<file path="src/rtl/mod_dmem_responder.sv">
// Data-memory responder: turns load/store request levels from the memory stage into
// system-bus transactions (8-beat line read, address+data write).
// Optional macro DMEM_LINE_BUFFER_EN adds a one-line read buffer that serves repeat
// loads to the same 64-byte line without touching the bus.
module mod_dmem_responder (
  input  logic        clk,
  input  logic        reset,
  input  logic        data_reqFlag,
  input  logic [63:0] data_reqAddr,
  input  logic        store_reqFlag,
  input  logic [63:0] store_reqAddr,
  input  logic [63:0] store_data,
  output logic [63:0] load_buffer,
  output logic        load_done,
  output logic        store_opn,
  output logic        reqcyc,
  output logic [63:0] req,
  output logic [15:0] reqtag,
  input  logic        reqack,
  input  logic        respcyc,
  input  logic [63:0] resp,
  output logic        respack
);

  localparam logic [15:0] TagRead  = 16'h8100;
  localparam logic [15:0] TagWrite = 16'h0100;

  typedef enum logic [2:0] {
    StIdle, StRdReq, StRdWait, StRdDone, StWrAddr, StWrData, StWrDone
  } state_e;

  state_e      r_state;
  logic [2:0]  r_beat;
  logic [63:3] r_addr;
  logic [63:0] r_wdata;
  logic [63:0] r_load_buffer;
  logic        r_load_done;
  logic        r_store_opn;
  logic        r_reqcyc;
  logic [63:0] r_req;
  logic [15:0] r_reqtag;

  // Accesses are 8-byte aligned; the byte offset is deliberately dropped.
  logic w_unused_addr_lsbs;
  assign w_unused_addr_lsbs = ^{data_reqAddr[2:0], store_reqAddr[2:0]};

`ifdef DMEM_LINE_BUFFER_EN
  logic [63:0] r_line [8];
  logic [63:6] r_lb_tag;
  logic        r_lb_valid;
  logic        r_hit;
  logic        w_ld_hit;
  logic        w_st_hit;

  assign w_ld_hit = r_lb_valid && (data_reqAddr[63:6] == r_lb_tag);
  assign w_st_hit = r_lb_valid && (r_addr[63:6] == r_lb_tag);

  // Line storage: filled beat by beat on a bus read, patched by stores that hit it.
  always_ff @(posedge clk) begin
    if (!reset) begin
      if (r_state == StRdWait && respcyc) begin
        r_line[r_beat] <= resp;
      end else if (r_state == StWrDone && w_st_hit) begin
        r_line[r_addr[5:3]] <= r_wdata;
      end
    end
  end
`endif

  // Main controller: state plus every registered bus/handshake output.
  always_ff @(posedge clk) begin
    if (reset) begin
      r_state       <= StIdle;
      r_beat        <= 3'd0;
      r_addr        <= '0;
      r_wdata       <= '0;
      r_load_buffer <= '0;
      r_load_done   <= 1'b0;
      r_store_opn   <= 1'b0;
      r_reqcyc      <= 1'b0;
      r_req         <= '0;
      r_reqtag      <= '0;
`ifdef DMEM_LINE_BUFFER_EN
      r_lb_tag      <= '0;
      r_lb_valid    <= 1'b0;
      r_hit         <= 1'b0;
`endif
    end else begin
      r_load_done <= 1'b0;
      unique case (r_state)
        StIdle: begin
          // Load has priority when both levels are high.
          if (data_reqFlag) begin
            r_addr   <= data_reqAddr[63:3];
            r_req    <= {data_reqAddr[63:6], 6'b0};
            r_reqtag <= TagRead;
            r_state  <= StRdReq;
`ifdef DMEM_LINE_BUFFER_EN
            r_hit    <= w_ld_hit;
            r_reqcyc <= !w_ld_hit;
            // A bus refill overwrites the line, so the old contents stop being valid.
            if (!w_ld_hit) r_lb_valid <= 1'b0;
`else
            r_reqcyc <= 1'b1;
`endif
          end else if (store_reqFlag) begin
            r_addr      <= store_reqAddr[63:3];
            r_wdata     <= store_data;
            r_reqcyc    <= 1'b1;
            r_req       <= {store_reqAddr[63:3], 3'b0};
            r_reqtag    <= TagWrite;
            r_store_opn <= 1'b1;
            r_state     <= StWrAddr;
          end
        end
        StRdReq: begin
`ifdef DMEM_LINE_BUFFER_EN
          if (r_hit) begin
            r_load_buffer <= r_line[r_addr[5:3]];
            r_load_done   <= 1'b1;
            r_state       <= StRdDone;
          end else
`endif
          if (reqack) begin
            r_reqcyc <= 1'b0;
            r_req    <= '0;
            r_reqtag <= '0;
            r_beat   <= 3'd0;
            r_state  <= StRdWait;
          end
        end
        StRdWait: begin
          if (respcyc) begin
            if (r_beat == r_addr[5:3]) r_load_buffer <= resp;
            r_beat <= r_beat + 3'd1;
            if (r_beat == 3'd7) begin
              r_load_done <= 1'b1;
              r_state     <= StRdDone;
`ifdef DMEM_LINE_BUFFER_EN
              r_lb_valid  <= 1'b1;
              r_lb_tag    <= r_addr[63:6];
`endif
            end
          end
        end
        StRdDone: begin
          r_state <= StIdle;
        end
        StWrAddr: begin
          if (reqack) begin
            r_req   <= r_wdata;
            r_state <= StWrData;
          end
        end
        StWrData: begin
          if (reqack) begin
            r_reqcyc <= 1'b0;
            r_req    <= '0;
            r_reqtag <= '0;
            r_state  <= StWrDone;
          end
        end
        StWrDone: begin
          r_store_opn <= 1'b0;
          r_state     <= StIdle;
        end
        default: r_state <= StIdle;
      endcase
    end
  end

  assign load_buffer = r_load_buffer;
  assign load_done   = r_load_done;
  assign store_opn   = r_store_opn;
  assign reqcyc      = r_reqcyc;
  assign req         = r_req;
  assign reqtag      = r_reqtag;
  // Response beats are only consumed while collecting a line.
  assign respack     = !reset && (r_state == StRdWait) && respcyc;

endmodule

</file>
<file path="config.mk">
export PLATFORM = sky130hd
export DESIGN_NAME = mod_dmem_responder
export DESIGN_NICKNAME = d
export VERILOG_FILES = /design/src/rtl/mod_dmem_responder.sv
export SDC_FILE = /design/constraint.sdc
export NUM_CORES = 1
export LEC_CHECK = 0
export CELL_PAD_IN_SITES_DETAIL_PLACEMENT = 1
export CELL_PAD_IN_SITES_GLOBAL_PLACEMENT = 2
export CORE_MARGIN = 5
export CORE_UTILIZATION = 25
export DETAILED_ROUTE_END_ITERATION = 10
export MAX_ROUTING_LAYER = met4
export PLACE_DENSITY = 0.89
export SLEW_MARGIN = 40
export SYNTH_ARGS = -nofsm -noshare
export SYNTH_HDL_FRONTEND = slang
export SYNTH_SLANG_ARGS = --single-unit
</file>
<file path="constraint.sdc">
create_clock -name clk -period 1.76 [get_ports clk]
set_clock_uncertainty 0.05 [all_clocks]
set_input_delay 0.352 -clock clk [delete_from_list [all_inputs] [get_ports clk]]
set_output_delay 0.352 -clock clk [all_outputs]
set_load 0.1 [all_outputs]
</file>
### Yosys cells after proc, flatten, opt, wreduce, memory -nomap -nowiden

Index checks and enable logic that the tools add are counted.

* input port bits: 262
* register bits after elaboration: 220
* logic and storage cells: 78

* equality and inequality tests: 16
* $add $sub $neg: 1
* mux-type cells: 29
* reductions and logical operators: 19
* bitwise operators: 3

Operators by type and width (count)
* 64-bit two-way mux: 4
* 64-bit case mux with 3 select lines: 1
* 16-bit two-way mux: 3
* 3-bit two-way mux: 11
* 16-bit case mux with 2 select lines: 1
* 3-bit case mux with 5 select lines: 1
* 3-bit AND reduction: 5
* 2-bit inequality test (second input constant): 7
* 3-bit == test (second input constant): 4
* 2-bit nonzero test: 4
* 3-bit case mux with 2 select lines: 1
* 6-bit AND reduction: 1
* 1-bit two-way mux: 5
* 1-bit case mux with 2 select lines: 2
* 4-bit AND reduction: 1
* 3-bit by 1-bit adder with 3-bit output (second input constant): 1
* 3-bit by 1-bit == test with 1-bit output (second input constant): 1
* 3-bit by 2-bit == test with 1-bit output (second input constant): 1
* 3-bit == test: 1
* 3-bit logical NOT: 1
* 3-bit inequality test (second input constant): 1
* 1-bit inverter: 3
* 3-bit nonzero test: 1
* 3-bit OR reduction: 1
* other kinds (5): 6

### Logic depth before layout (Yosys ltp)

* word-level depth: 4
* mapped depth: 7
* gate-level depth less buffers: 5

### Worst setup path before layout

OpenSTA, ideal clock, no wires.

* path type: register to output
* start point: reg r_state[2]
* end point: out respack
* cell stages (with the launch flop): 4
* setup slack: -631 ps
* data arrival time: 1989 ps
* required time: 1358 ps
* cells stage by stage: dfxtp_1 buf_6 nand4bb_4 nor2_1

* longest elaborated chain between the ends: 3

RTL lines
* start: declaration: RTL line 32 `state_e r_state;`
* start signal: assignment: RTL line 73 `r_state <= StIdle;`
* start signal: assignment: RTL line 97 `r_state <= StRdReq;`
* start signal: assignment: RTL line 113 `r_state <= StWrAddr;`
* 3-bit by 2-bit == test with 1-bit output: RTL line 179 `assign respack = !reset && (r_state == StRdWait) && respcyc;`
* 1-bit logical AND (2 in series): RTL line 179
* end: declaration: RTL line 22 `output logic respack`

Every way passes these cells.

### Final worst setup path

Same ends and word-level chain as after synthesis.

==> metrics <==
result of the run=complete, but fails checks; failing checks=negative setup slack; number of flops mapped to enable cells by yosys=0; vias in the first global route=10,500; core area=approximately 39,000 sq um; Final Cycle Share=109%; fin area=17,700 sq um; Num CTS Buffers=24; top cell family by delay on the critical path=flip-flops; Seq cells post-synth=roughly 200; average size of a mapped cell=9.49 sq um; GPL Wtd Cong=0.777; synthesized cell area=roughly 9900 sq um; worst-skew pair later-pin latency=~0.53 ns; maximum vdd drop=0.514 mV; CP required=1.36 ns; crit path max fanout=2; number of hold buffers added after CTS=0; Hold Path Stages=3; gr ovfl total=0; Layout area overhead=79.0%; Worst Path Buf+Inv=2; Post-DP Area=15,900 sq um; nets=1,707; Die Y=209 microns; total number of vias=a little under 10,000; initial antenna violation count=4; clock buffer depth=3; CP peak stage delay=roughly 0.34 ns; worst hold endpoint=r_beat[0]; H-Tree Depth=1; Max-cap violations=0; largest net degree at the start of global routing=52; worst r2r src=r_state[2]; worst r2r path cells=8; CTS Sinks=205; Buffers on Ports=389; Initial Util=roughly a quarter; fraction of layout cells with a size suffix above 1=28.6%; final worst setup slack=-0.167 ns; Total Routing Usage GR=18.4%; DRT Pass-1 Iters=5; sequential share of the synthesized area=41.4%; Yosys cell types=45; Rows=73; # DRC=0; TNS Setup=-0.715 ns; FF-to-FF setup slack=-0.05 ns; Worst path slowest cell=dfxtp_4; FFs w/ async S/R, synth=0%; Routed WL=around 47,000 microns; Die Width=209 microns; CTS root buf=clkbuf_16; Hold Crit Class=in2reg; Final setup violation count=28; worst reg2reg path endpoint=load_buffer[36]; DR vias/cell=4.99; total of warnings raised by yosys=0; Die ar.=43,700 sq um; Top FF cell, synth=dfxtp_1; Crit. End Element=output port; leakage power=roughly 6.4 nW; WP data arrival=1.52 ns; Hold Startpoint=reset; num ports=410; Routed Antenna Nets=0; first-pass GRT wire length=62,700 microns; Worst Setup Path Type=reg2out; hpwl dp=30,500 microns; CP startpoint kind=flop; crit path cell chain=nand4bb_4, buf_6, nor2_4, buf_12; Max Clk Rate=0.519 GHz; Reg clk slew, reported paths=0.06 ns; cell count after synthesis=1,045; RSZ-0062 raised after global routing=true; PD cells=991 nW/um^2; Final Hold Viols=0; crit path time final=1.93 ns; CTS tree=yes; fin. max-slew vios=0; DRT iter0 DRCs=414; drt wl/cell=23.4 microns
-- synthesized netlist by cell type, types with 3 or more instances --
cell	instances	area share [%]
a211oi_1	3	0.23
a21oi_1	132	6.7
a221oi_1	46	4.1
a221oi_2	12	1.8
a22oi_1	58	4.4
and3b_1	3	0.27
buf_12	6	1.2
buf_2	29	1.5
buf_4	20	1.5
buf_6	8	0.91
clkbuf_1	68	2.6
dfxtp_1	205	41
mux2_2	58	6.6
mux2i_1	73	7.4
nand2_1	5	0.19
nand2b_1	139	8.8
nand3_1	64	3.2
nand3b_1	6	0.45
nor2_1	3	0.11
nor3b_1	3	0.23
o21ai_0	68	3.4
or3_1	4	0.25
xor2_1	3	0.27
-- cell usage in the layout (no fill, tap or decap), types with 5 or more instances in the layout --
cell type	netlist	final
clkdlybuf4s50_1	0	253
dfxtp_1	205	201
buf_12	6	162
nand2b_1	139	138
a21oi_1	132	130
mux2i_1	73	69
nand3_1	64	64
o21ai_0	68	64
mux2_2	58	58
a22oi_1	58	56
a221oi_2	12	51
buf_4	20	41
clkbuf_16	0	38
buf_6	8	17
conb_1	1	14
clkbuf_1	68	9
nand3b_1	6	6
a221oi_1	46	5
-- flip-flops by register name, indices dropped and copies added (netlist names) --
name,count
load_done,1
r_addr,3
r_beat,3
req,64
store_opn,1
r_wdata,64
reqtag,2
r_state,3
load_buffer,64
-- worst min-delay path, delay by kind of cell --
family	cells	cell delay, ns
AND/OR/NAND/NOR	1	0.17
AO/OA/AOI/OAI	1	0.12
buffers and inverters	1	0.17
-- metrics by stage --
step / std cells / total power, mW / util, % / hold slack [ns] / setup WS, ns
after CTS: 1955 / 16.8 / 42.5 / 0.286 / -0.208
after detailed placement: 1906 / 11.8 / 40.3 / 0.421 / -0.455
after floorplan: 1058 / 9.05 / - / 0.399 / 0.115
after global placement: 1906 / 11.7 / 40.3 / 0.410 / -0.338
final: 1989 / 17.6 / 45.0 / 0.299 / -0.167
after global routing: 1989 / 18.2 / 45.0 / 0.315 / -0.235
-- where the power goes --
| part | total (mW) | internal (mW) | switching (mW) |
|---|---|---|---|
| combinational | 7.33 | 2.98 | 4.35 |
| clock | 4.87 | 2.87 | 1.99 |
| sequential | 5.39 | 5.02 | 0.377 |
-- cell type report --
cell class | count | area (sq um)
Fill cell | 4181 | 21700
Clock buffer | 37 | 701
Timing Repair Buffer | 491 | 6690
Inverter | 2 | 7.51
Antenna cell | 4 | 10.0
Sequential cell | 205 | 4110
Multi-Input combinational cell | 719 | 5510
Clock inverter | 6 | 57.6
Tap cell | 525 | 657
-- timing repair --
action,in CTS,in global routing
gates cloned,1,20
gates resized for setup,11,93
pin swaps,3,19
setup endpoints to repair,155,123
buffers inserted,5,11
-- per-layer routing --
layer  vias to the layer above  track usage [%]  part of all wire, %
li1                       4583                -                    -
met5                         -                -                    0
met1                      4911             21.8                   42
met4                         0             4.55                  2.3
met2                       359             31.1                   50
met3                        66             4.97                  6.5
-- worst max-delay path by stage --
stage	from	end	slack, ns	cells after the start
2_1_floorplan	data_reqFlag	req[44]	0.11	6
3_3_place_gp	respcyc	load_buffer[4]	-0.34	6
3_5_place_dp	respcyc	load_buffer[10]	-0.45	6
4_1_cts	r_state[2]	respack	-0.21	4
5_1_grt	r_state[2]	respack	-0.23	4
6_report	r_state[2]	respack	-0.17	4
-- kinds of logic after synthesis --
| logic type | synth area share [%] |
|---|---|
| AOI/OAI and AO/OA | 21.3 |
| and+or+nand+nor | 15.0 |
| DFF | 41.4 |
| buffers and inverters | 7.79 |
| muxes | 14.0 |
| xor gates and xnor gates | 0.265 |
| adders and majority gates | 0.252 |
| other | 0.0378 |
No activity file was read; power rests on OpenSTA's default activity.
